===== config.mk =====
export PLATFORM = sky130hd
export DESIGN_NAME = mem_arbiter
export DESIGN_NICKNAME = d
export VERILOG_FILES = /design/src/rtl/mem_arbiter_pkg.sv /design/src/rtl/mem_arbiter_rr_arbiter2.sv /design/src/rtl/mem_arbiter.sv
export SDC_FILE = /design/constraint.sdc
export NUM_CORES = 1
export LEC_CHECK = 0
export ABC_CLOCK_PERIOD_IN_PS = 3850
export BUFFER_PORTS_ARGS = -buffer_cell sky130_fd_sc_hd__buf_2
export CAP_MARGIN = 10
export CELL_PAD_IN_SITES_DETAIL_PLACEMENT = 1
export CELL_PAD_IN_SITES_GLOBAL_PLACEMENT = 1
export CORE_AREA = 2 2 290 292
export CTS_CLUSTER_DIAMETER = 50
export DETAILED_ROUTE_END_ITERATION = 8
export DIE_AREA = 0 0 292 294
export HOLD_SLACK_MARGIN = 0.05
export MAX_ROUTING_LAYER = met4
export PLACE_DENSITY_LB_ADDON = 0.1
export SETUP_SLACK_MARGIN = 0.02
export SYNTH_ARGS = -nofsm -noshare
export SYNTH_HDL_FRONTEND = slang
export SYNTH_SLANG_ARGS = --single-unit

===== constraint.sdc =====
create_clock -name clk -period 3.85 [get_ports clk]
set_input_delay 0.77 -clock clk [delete_from_list [all_inputs] [get_ports clk]]
set_output_delay 0.77 -clock clk [all_outputs]
set_load 0.005 [all_outputs]

===== src/rtl/mem_arbiter_pkg.sv =====
// Shared types for the I-cache / D-cache memory arbiter.
package mem_arb_pkg;

    typedef enum logic [1:0] {
        ARB_IDLE,
        ARB_GRANT_I,
        ARB_GRANT_D
    } arb_state_t;

    typedef enum logic {
        REQ_I,
        REQ_D
    } req_id_t;

    localparam int CACHE_LINE_SIZE_DEF = 128;
    localparam int ADDR_WIDTH_DEF      = 32;

    // Bit position of each requester in the request/mask vectors.
    localparam int REQ_BIT_I = 0;
    localparam int REQ_BIT_D = 1;

endpackage


===== src/rtl/mem_arbiter_rr_arbiter2.sv =====
// Combinational two-way round-robin pick: masked requests, ties go to the port not granted last.
module rr_arbiter2
    import mem_arb_pkg::*;
(
    input  logic [1:0] req,
    input  req_id_t    last,
    input  logic [1:0] mask,
    output logic       grant_valid,
    output req_id_t    grant_id
);

    logic [1:0] eligible;

    always_comb begin
        eligible    = req & ~mask;
        grant_valid = |eligible;
        grant_id    = REQ_I;
        if (eligible[REQ_BIT_I] && eligible[REQ_BIT_D]) begin
            grant_id = (last == REQ_D) ? REQ_I : REQ_D;
        end else if (eligible[REQ_BIT_D]) begin
            grant_id = REQ_D;
        end
    end

endmodule


===== src/rtl/mem_arbiter.sv =====
// Shares one line-wide memory port between the I-cache and D-cache: round-robin grant,
// request latched for the whole transaction, completion steered back to the granted cache.
module mem_arbiter
    import mem_arb_pkg::*;
#(
    parameter int CACHE_LINE_SIZE = CACHE_LINE_SIZE_DEF,
    parameter int ADDR_WIDTH      = ADDR_WIDTH_DEF
) (
    input  logic                       clk,
    input  logic                       reset,
    input  logic                       in_icache_read_en,
    input  logic [ADDR_WIDTH-1:0]      in_icache_addr,
    output logic [CACHE_LINE_SIZE-1:0] out_icache_read_data,
    output logic                       out_icache_ready,
    input  logic                       in_dcache_read_en,
    input  logic                       in_dcache_write_en,
    input  logic [ADDR_WIDTH-1:0]      in_dcache_addr,
    input  logic [CACHE_LINE_SIZE-1:0] in_dcache_write_data,
    output logic [CACHE_LINE_SIZE-1:0] out_dcache_read_data,
    output logic                       out_dcache_ready,
    output logic                       out_mem_read_en,
    output logic                       out_mem_write_en,
    output logic [ADDR_WIDTH-1:0]      out_mem_addr,
    output logic [CACHE_LINE_SIZE-1:0] out_mem_write_data,
    input  logic [CACHE_LINE_SIZE-1:0] in_mem_read_data,
    input  logic                       in_mem_ready
);

    arb_state_t                 state, state_next;
    req_id_t                    last_grant, last_grant_next;
    logic [1:0]                 hold_mask, hold_mask_next;
    logic [ADDR_WIDTH-1:0]      lat_addr, lat_addr_next;
    logic [CACHE_LINE_SIZE-1:0] lat_wdata, lat_wdata_next;
    logic                       lat_read, lat_read_next;
    logic                       lat_write, lat_write_next;
    logic [CACHE_LINE_SIZE-1:0] idata_q, ddata_q;

    logic    complete_i, complete_d;
    logic    grant_valid;
    req_id_t grant_id;
    logic    active;

    rr_arbiter2 u_rr (
        .req         ({in_dcache_read_en | in_dcache_write_en, in_icache_read_en}),
        .last        (last_grant),
        .mask        (hold_mask),
        .grant_valid (grant_valid),
        .grant_id    (grant_id)
    );

    always_comb begin
        state_next      = state;
        last_grant_next = last_grant;
        hold_mask_next  = hold_mask;
        lat_addr_next   = lat_addr;
        lat_wdata_next  = lat_wdata;
        lat_read_next   = lat_read;
        lat_write_next  = lat_write;
        complete_i      = 1'b0;
        complete_d      = 1'b0;

        unique case (state)
            ARB_IDLE: begin
                // The completed port is masked for exactly one idle cycle so a stale enable
                // cannot immediately win again.
                hold_mask_next = '0;
                if (grant_valid) begin
                    last_grant_next = grant_id;
                    if (grant_id == REQ_I) begin
                        state_next     = ARB_GRANT_I;
                        lat_addr_next  = in_icache_addr;
                        lat_wdata_next = '0;
                        lat_read_next  = 1'b1;
                        lat_write_next = 1'b0;
                    end else begin
                        state_next     = ARB_GRANT_D;
                        lat_addr_next  = in_dcache_addr;
                        lat_wdata_next = in_dcache_write_data;
                        lat_write_next = in_dcache_write_en;
                        lat_read_next  = in_dcache_read_en & ~in_dcache_write_en;
                    end
                end
            end
            ARB_GRANT_I: begin
                if (in_mem_ready) begin
                    complete_i     = 1'b1;
                    state_next     = ARB_IDLE;
                    hold_mask_next = 2'b01;
                end
            end
            ARB_GRANT_D: begin
                if (in_mem_ready) begin
                    complete_d     = 1'b1;
                    state_next     = ARB_IDLE;
                    hold_mask_next = 2'b10;
                end
            end
            default: begin
                state_next = ARB_IDLE;
            end
        endcase
    end

    always_comb begin
        active             = (state != ARB_IDLE) && !reset;
        out_mem_read_en    = active & lat_read;
        out_mem_write_en   = active & lat_write;
        out_mem_addr       = active ? lat_addr  : '0;
        out_mem_write_data = active ? lat_wdata : '0;

        out_icache_ready   = complete_i & ~reset;
        out_dcache_ready   = complete_d & ~reset;

        // Completion data passes straight through; otherwise the last completed line is held.
        out_icache_read_data = '0;
        out_dcache_read_data = '0;
        if (!reset) begin
            out_icache_read_data = complete_i ? in_mem_read_data : idata_q;
            out_dcache_read_data = complete_d ? in_mem_read_data : ddata_q;
        end
    end

    always_ff @(posedge clk) begin
        if (reset) begin
            state      <= ARB_IDLE;
            last_grant <= REQ_D;
            hold_mask  <= '0;
            lat_addr   <= '0;
            lat_wdata  <= '0;
            lat_read   <= 1'b0;
            lat_write  <= 1'b0;
            idata_q    <= '0;
            ddata_q    <= '0;
        end else begin
            state      <= state_next;
            last_grant <= last_grant_next;
            hold_mask  <= hold_mask_next;
            lat_addr   <= lat_addr_next;
            lat_wdata  <= lat_wdata_next;
            lat_read   <= lat_read_next;
            lat_write  <= lat_write_next;
            if (complete_i) idata_q <= in_mem_read_data;
            if (complete_d) ddata_q <= in_mem_read_data;
        end
    end

    a_no_ready_in_idle: assert property (@(posedge clk) disable iff (reset)
        !(state == ARB_IDLE && in_mem_ready));

    a_no_dcache_read_and_write: assert property (@(posedge clk) disable iff (reset)
        !(in_dcache_read_en && in_dcache_write_en));

endmodule


==> reports/summary.txt, run 1 <==
status: finished clean
Tot Pwr: 17.4 mW
Min Hold Slack: 425 ps
clk root buf: clkbuf_16
Final min period: 3580 ps
met3 Use GR: 6.42%
Async S/R FF share, synth: 0%
Worst EP required: 3080 ps
Setup Viol. Count Final: 0
Power Density: 703 nW/um2
dpl hpwl: 61.9 mm
fin worst setup slack: 274 ps
GRT overflow: 0
synthesized area: 17300 um2
Post-synth EDFFs: 0
post-route ant nets: 0
Leak: 10.4 nW
total die area: 85800 um2
share of post-route cells with drive strength above 1: 32.6%
final net count: 3128
worst-path fanout max: 43
Final Cycle Share: 92.9%
die height: 294 um
CTS sink cnt: 423
htree depth: 3
yosys warns: 0
skew final: 32.9 ps
initial antenna violation count: 25
cts repair resizes: 0
total vias in the final route: 18700
post-route cell area: 24700 um2
register area share after synthesis: 48.8%
WL per Instance: 22.5 um
most common cell after layout, fill and taps aside: buf_2
Total GRT Usage: 20.4%
# Max-Cap Violations: 0
fin util: 29.8%
Place WS: 685 ps
Pre-antenna DRT Iters: 5
largest net degree at the start of global routing: 129
Non-Filler Instances: 3953
DRC Markers: 0
VDD IR max: 0.000597 V
placed instance count: 3798
Max clock buf depth: 3
Row Count: 106
GPL Wtd Cong: 0.835
worst-margin pin slew: 1030 ps
critical path class: flop to output port
Hold Vio Cnt, Final: 0
Starting Density: 20.9%
Post-CTS Hold Buffers: 0
area grow syn2layout: 42.5%
Synth Net Count: 2484
most frequent cells in the layout: buf_2 (744), nand2_1 (515), dfxtp_1 (423)
vias in the first global route: 19600
Reg clk slew, reported paths: 60 ps
RSZ-0062 raised after global routing: no
post-CTS setup buffer count: 0
Mapped Avg Cell Area: 8.06 um2
Worst setup EP type: output port
CTS tree: yes
Worst-Skew Late Latency: 600 ps
grt peak-use layer: met2
Placed Area: 22100 um2
Syn Inst Count: 2152
Worst Path Arrival: 2810 ps
Die Width: 292 um
number of I/O port buffers: 745
#FFs+latches synth: 423
Boundary Pins: 746
f_max: 280 MHz
final slew viol count: 0
Hold Path Class: input port to flop
met1 usage: 23.2%
Rel. slew slack: 31.2%
Cell variety after synth: 34
DR vias/cell: 4.74
DRT iter0 DRCs: 702
first-pass GRT wire length: 130 mm
Main synth FF type: dfxtp_1
Total Wirelength: 88.8 mm
crit start category: flop
met2 Use GR: 34.3%
CTS Buf Count: 76
Core ar.: 82900 um2
setup TNS: 0 ps
## worst max-delay path, stage by stage (launching register included)
cell and delay, ps:
dfxtp_1 360, inv_1 160, ha_1 280, and2_4 500, buf_12 320, nand2_1 90
a21oi_1 250, buf_2 170
## cell type report
type | count | area [um2]
timing repair buffer | 800 | 4430
sequential | 423 | 8470
tap | 1080 | 1350
clock buffer | 103 | 2110
inverter | 3 | 11.3
clock inverter | 31 | 395
antenna | 21 | 52.6
multi-input combinational | 1492 | 7890
fill | 9990 | 58200
## synth_stat cells (23+ instances only)
library cell	n	area share (%)
o211ai_1	129	5.6
a21oi_1	388	11
a311oi_1	32	1.6
o21ai_0	34	0.98
nand2_1	517	11
buf_2	109	3.1
and2_1	164	5.9
nand4_1	130	4.7
a211oi_1	32	1.4
nand3_1	33	0.95
clkbuf_1	95	2.1
dfxtp_1	423	49
buf_1	23	0.50
## final timing paths
check,startpoint,endpoint,slack [ps],cells past startpoint
worst max-delay path,state[1],out_icache_read_data[25],270,7
worst min-delay path,in_dcache_write_data[53],lat_wdata[53],420,3
worst max register to register,state[0],lat_addr[9],1090,6
worst min register to register,ddata_q[61],ddata_q[61],460,2
## metal layers
layer | wire length [um] | vias to the layer above | part of all wire, %
met5 | 0 | - | 0
met4 | 2340 | 0 | 2.6
met3 | 6620 | 140 | 7.4
met2 | 43200 | 582 | 49
met1 | 36600 | 9206 | 41
li1 | - | 8809 | -
## state kept, by name (all words and copies together), names as in the netlist
register,count
idata_q,128
ddata_q,128
last_grant,1
lat_addr,32
lat_read,1
lat_wdata,128
hold_mask,2
state,2
lat_write,1
## logic make-up (layout without fill, tap and decap cells)
| family | after synthesis | in the layout | synth area share (%) |
|---|---|---|---|
| flops | 423 | 423 | 48.8 |
| compound gates | 625 | 625 | 21.3 |
| simple gates | 861 | 861 | 23.4 |
| other cells | 0 | 21 | 0 |
| fa+ha+maj | 6 | 6 | 0.433 |
| buf+inv | 237 | 937 | 6.05 |
## report_power, final
part           internal (mW)  total, mW  switching, mW  leakage [nW]
clock network           4.20       6.68           2.47          1.21
logic                   1.66       5.24           3.57          5.79
registers               5.15       5.45          0.304          3.44
Note: power is estimated with default switching activity, not from simulation.
==> inputs of run 2 (changes only) <==
==> constraint.sdc (replaced) <==
create_clock -name clk -period 3.85 [get_ports clk]
set_input_delay 0.9625 -clock clk [delete_from_list [all_inputs] [get_ports clk]]
set_output_delay 0.9625 -clock clk [all_outputs]
set_load 0.005 [all_outputs]
==> run 2 against run 1 <==
- total power up 1.2%
- worst setup slack worse by 100 ps
- register-to-register slack better by 20 ps
- largest cell class unchanged
- critical path type unchanged
==> reports/summary.txt, run 2 (same netlist as run 1, synthesis figures left out) <==
status: finished clean
Worst-Skew Late Latency: 610 ps
R2R setup slack: 1110 ps
Row Count: 106
crit start category: flop
WL per Instance: 22.5 um
share of post-route cells with drive strength above 1: 33.0%
worst-path cell chain: inv_1, ha_1, nand2_4, buf_12, nand2_1, a21oi_1, buf_2
dpl hpwl: 62.2 mm
worst-path fanout max: 43
Placed Area: 22100 um2
number of cells on the worst hold path: 2
Worst EP required: 2890 ps
VDD IR max: 0.000663 V
Worst setup EP type: output port
most frequent cells in the layout: buf_2 (744), nand2_1 (515), dfxtp_1 (423)
Critical-path top delay cell: a21oi_1
Boundary Pins: 746
GRT overflow: 0
fin util: 30.0%
worst min-delay path startpoint: idata_q[47]
final slew viol count: 0
most common cell after layout, fill and taps aside: buf_2
DRC Markers: 0
Hold Vio Cnt, Final: 0
slowest stage delay, CP: 430 ps
largest registers: ddata_q: 128 flops, idata_q: 128 flops, lat_wdata: 128 flops
post-route ant nets: 0
Rel. slew slack: 27.4%
instance count on the critical path: 7
critical path class: flop to output port
Reg clk slew, reported paths: 50 ps
initial antenna violation count: 38
Worst Path Arrival: 2720 ps
f_max: 272 MHz
area grow syn2layout: 43.4%
r2r worst-path depth: 7
Min Hold Slack: 456 ps
DRT iter0 DRCs: 762
Final Cycle Share: 95.5%
Core ar.: 82900 um2
number of I/O port buffers: 745
Top Family by Delay on Critical Path: buffers and inverters
Max clock buf depth: 3
WP buf/inv: 3
htree depth: 3
first-pass GRT wire length: 130 mm
total die area: 85800 um2
total vias in the final route: 18800
RSZ-0062 raised after global routing: no
clk root buf: clkbuf_16
Starting Density: 20.9%
Setup Viol. Count Final: 0
# Max-Cap Violations: 0
vias in the first global route: 19700
post-route cell area: 24900 um2
Total Wirelength: 89.3 mm
Power Density: 707 nW/um2
Hold Path Class: flop to flop
CTS tree: yes
Die Width: 292 um
die height: 294 um
Final min period: 3680 ps
worst-margin pin slew: 1090 ps
Worst Hold End: idata_q[47]
skew final: 23.4 ps
final net count: 3130
worst r2r dst: lat_addr[22]
r2r startpoint: state[0]
largest net degree at the start of global routing: 137
CTS sink cnt: 423
Pre-antenna DRT Iters: 5
CTS Buf Count: 75
DR vias/cell: 4.74
setup TNS: 0 ps
GPL Wtd Cong: 0.801
Leak: 10.5 nW
Total GRT Usage: 20.5%
run 2: changes by cell type in the layout (fill, tap and decap cells not counted), moves of 2 or more:
| cell | before | now |
|---|---|---|
| clkbuf_1 | 17 | 10 |
| bufinv_16 | 5 | 8 |
| clkbuf_16 | 77 | 75 |
| buf_4 | 33 | 35 |
| inv_6 | 2 | 7 |
| clkinv_8 | 3 | 0 |
| clkinv_4 | 3 | 9 |
| diode_2 | 21 | 34 |
| clkinv_2 | 11 | 8 |
run 2: area by class of cell:
type                            count  area, um2
Sequential cell                   423       8470
Fill cell                        9954      58000
Multi-Input combinational cell   1492       7890
Clock buffer                       95       2050
Inverter                            3       11.3
Timing Repair Buffer              803       4460
Tap cell                         1080       1350
Antenna cell                       34       85.1
Clock inverter                     41        546
run 2: through the flow:
| step | power [mW] | setup slack [ps] | instances |
|---|---|---|---|
| 4_1_cts | 17.9 | 43.4 | 3933 |
| 3_5_place_dp | 10.8 | 371 | 3797 |
| 3_3_place_gp | 10.7 | 389 | 3797 |
| 5_1_grt | 18.6 | 20.5 | 3971 |
| 2_1_floorplan | 8.54 | 1140 | 2152 |
| 6_report | 17.6 | 172 | 3971 |
run 2: worst max path at each step:
stage / end / slack [ps] / startpoint
floorplan: out_dcache_read_data[108] / 1140 / in_mem_ready
global placement: out_dcache_read_data[62] / 390 / in_mem_ready
detailed placement: out_dcache_read_data[61] / 370 / in_mem_ready
CTS: out_icache_read_data[14] / 40 / state[1]
global route: out_dcache_read_data[61] / 20 / state[0]
finish: out_dcache_read_data[52] / 170 / state[0]
run 2: power by group:
group,total (mW),internal (mW),switching [mW]
logic,5.22,1.66,3.56
registers,5.45,5.15,0.308
clock network,6.90,4.36,2.54
total,17.6,11.2,6.40
run 2: per-layer routing:
metal	GRT usage (%)	vias up	routed length, um
li1	-	8851	-
met1	22.7	9195	35700
met2	33.6	623	43000
met3	7.27	153	7500
met4	8.21	0	3010
met5	-	-	0
run 2: what timing repair did:
action	in CTS	in global routing
gates resized for setup	0	1
setup endpoints to repair	0	5
hold buffers	0	0
buffers inserted	0	4
run 2: worst reg2reg max path, cell delays in order (launching register included):
cell and delay [ps]:
dfxtp_1 350, inv_1 170, ha_4 190, buf_12 390
nor2b_2 670, buf_4 410, a211oi_1 140, a311oi_1 310
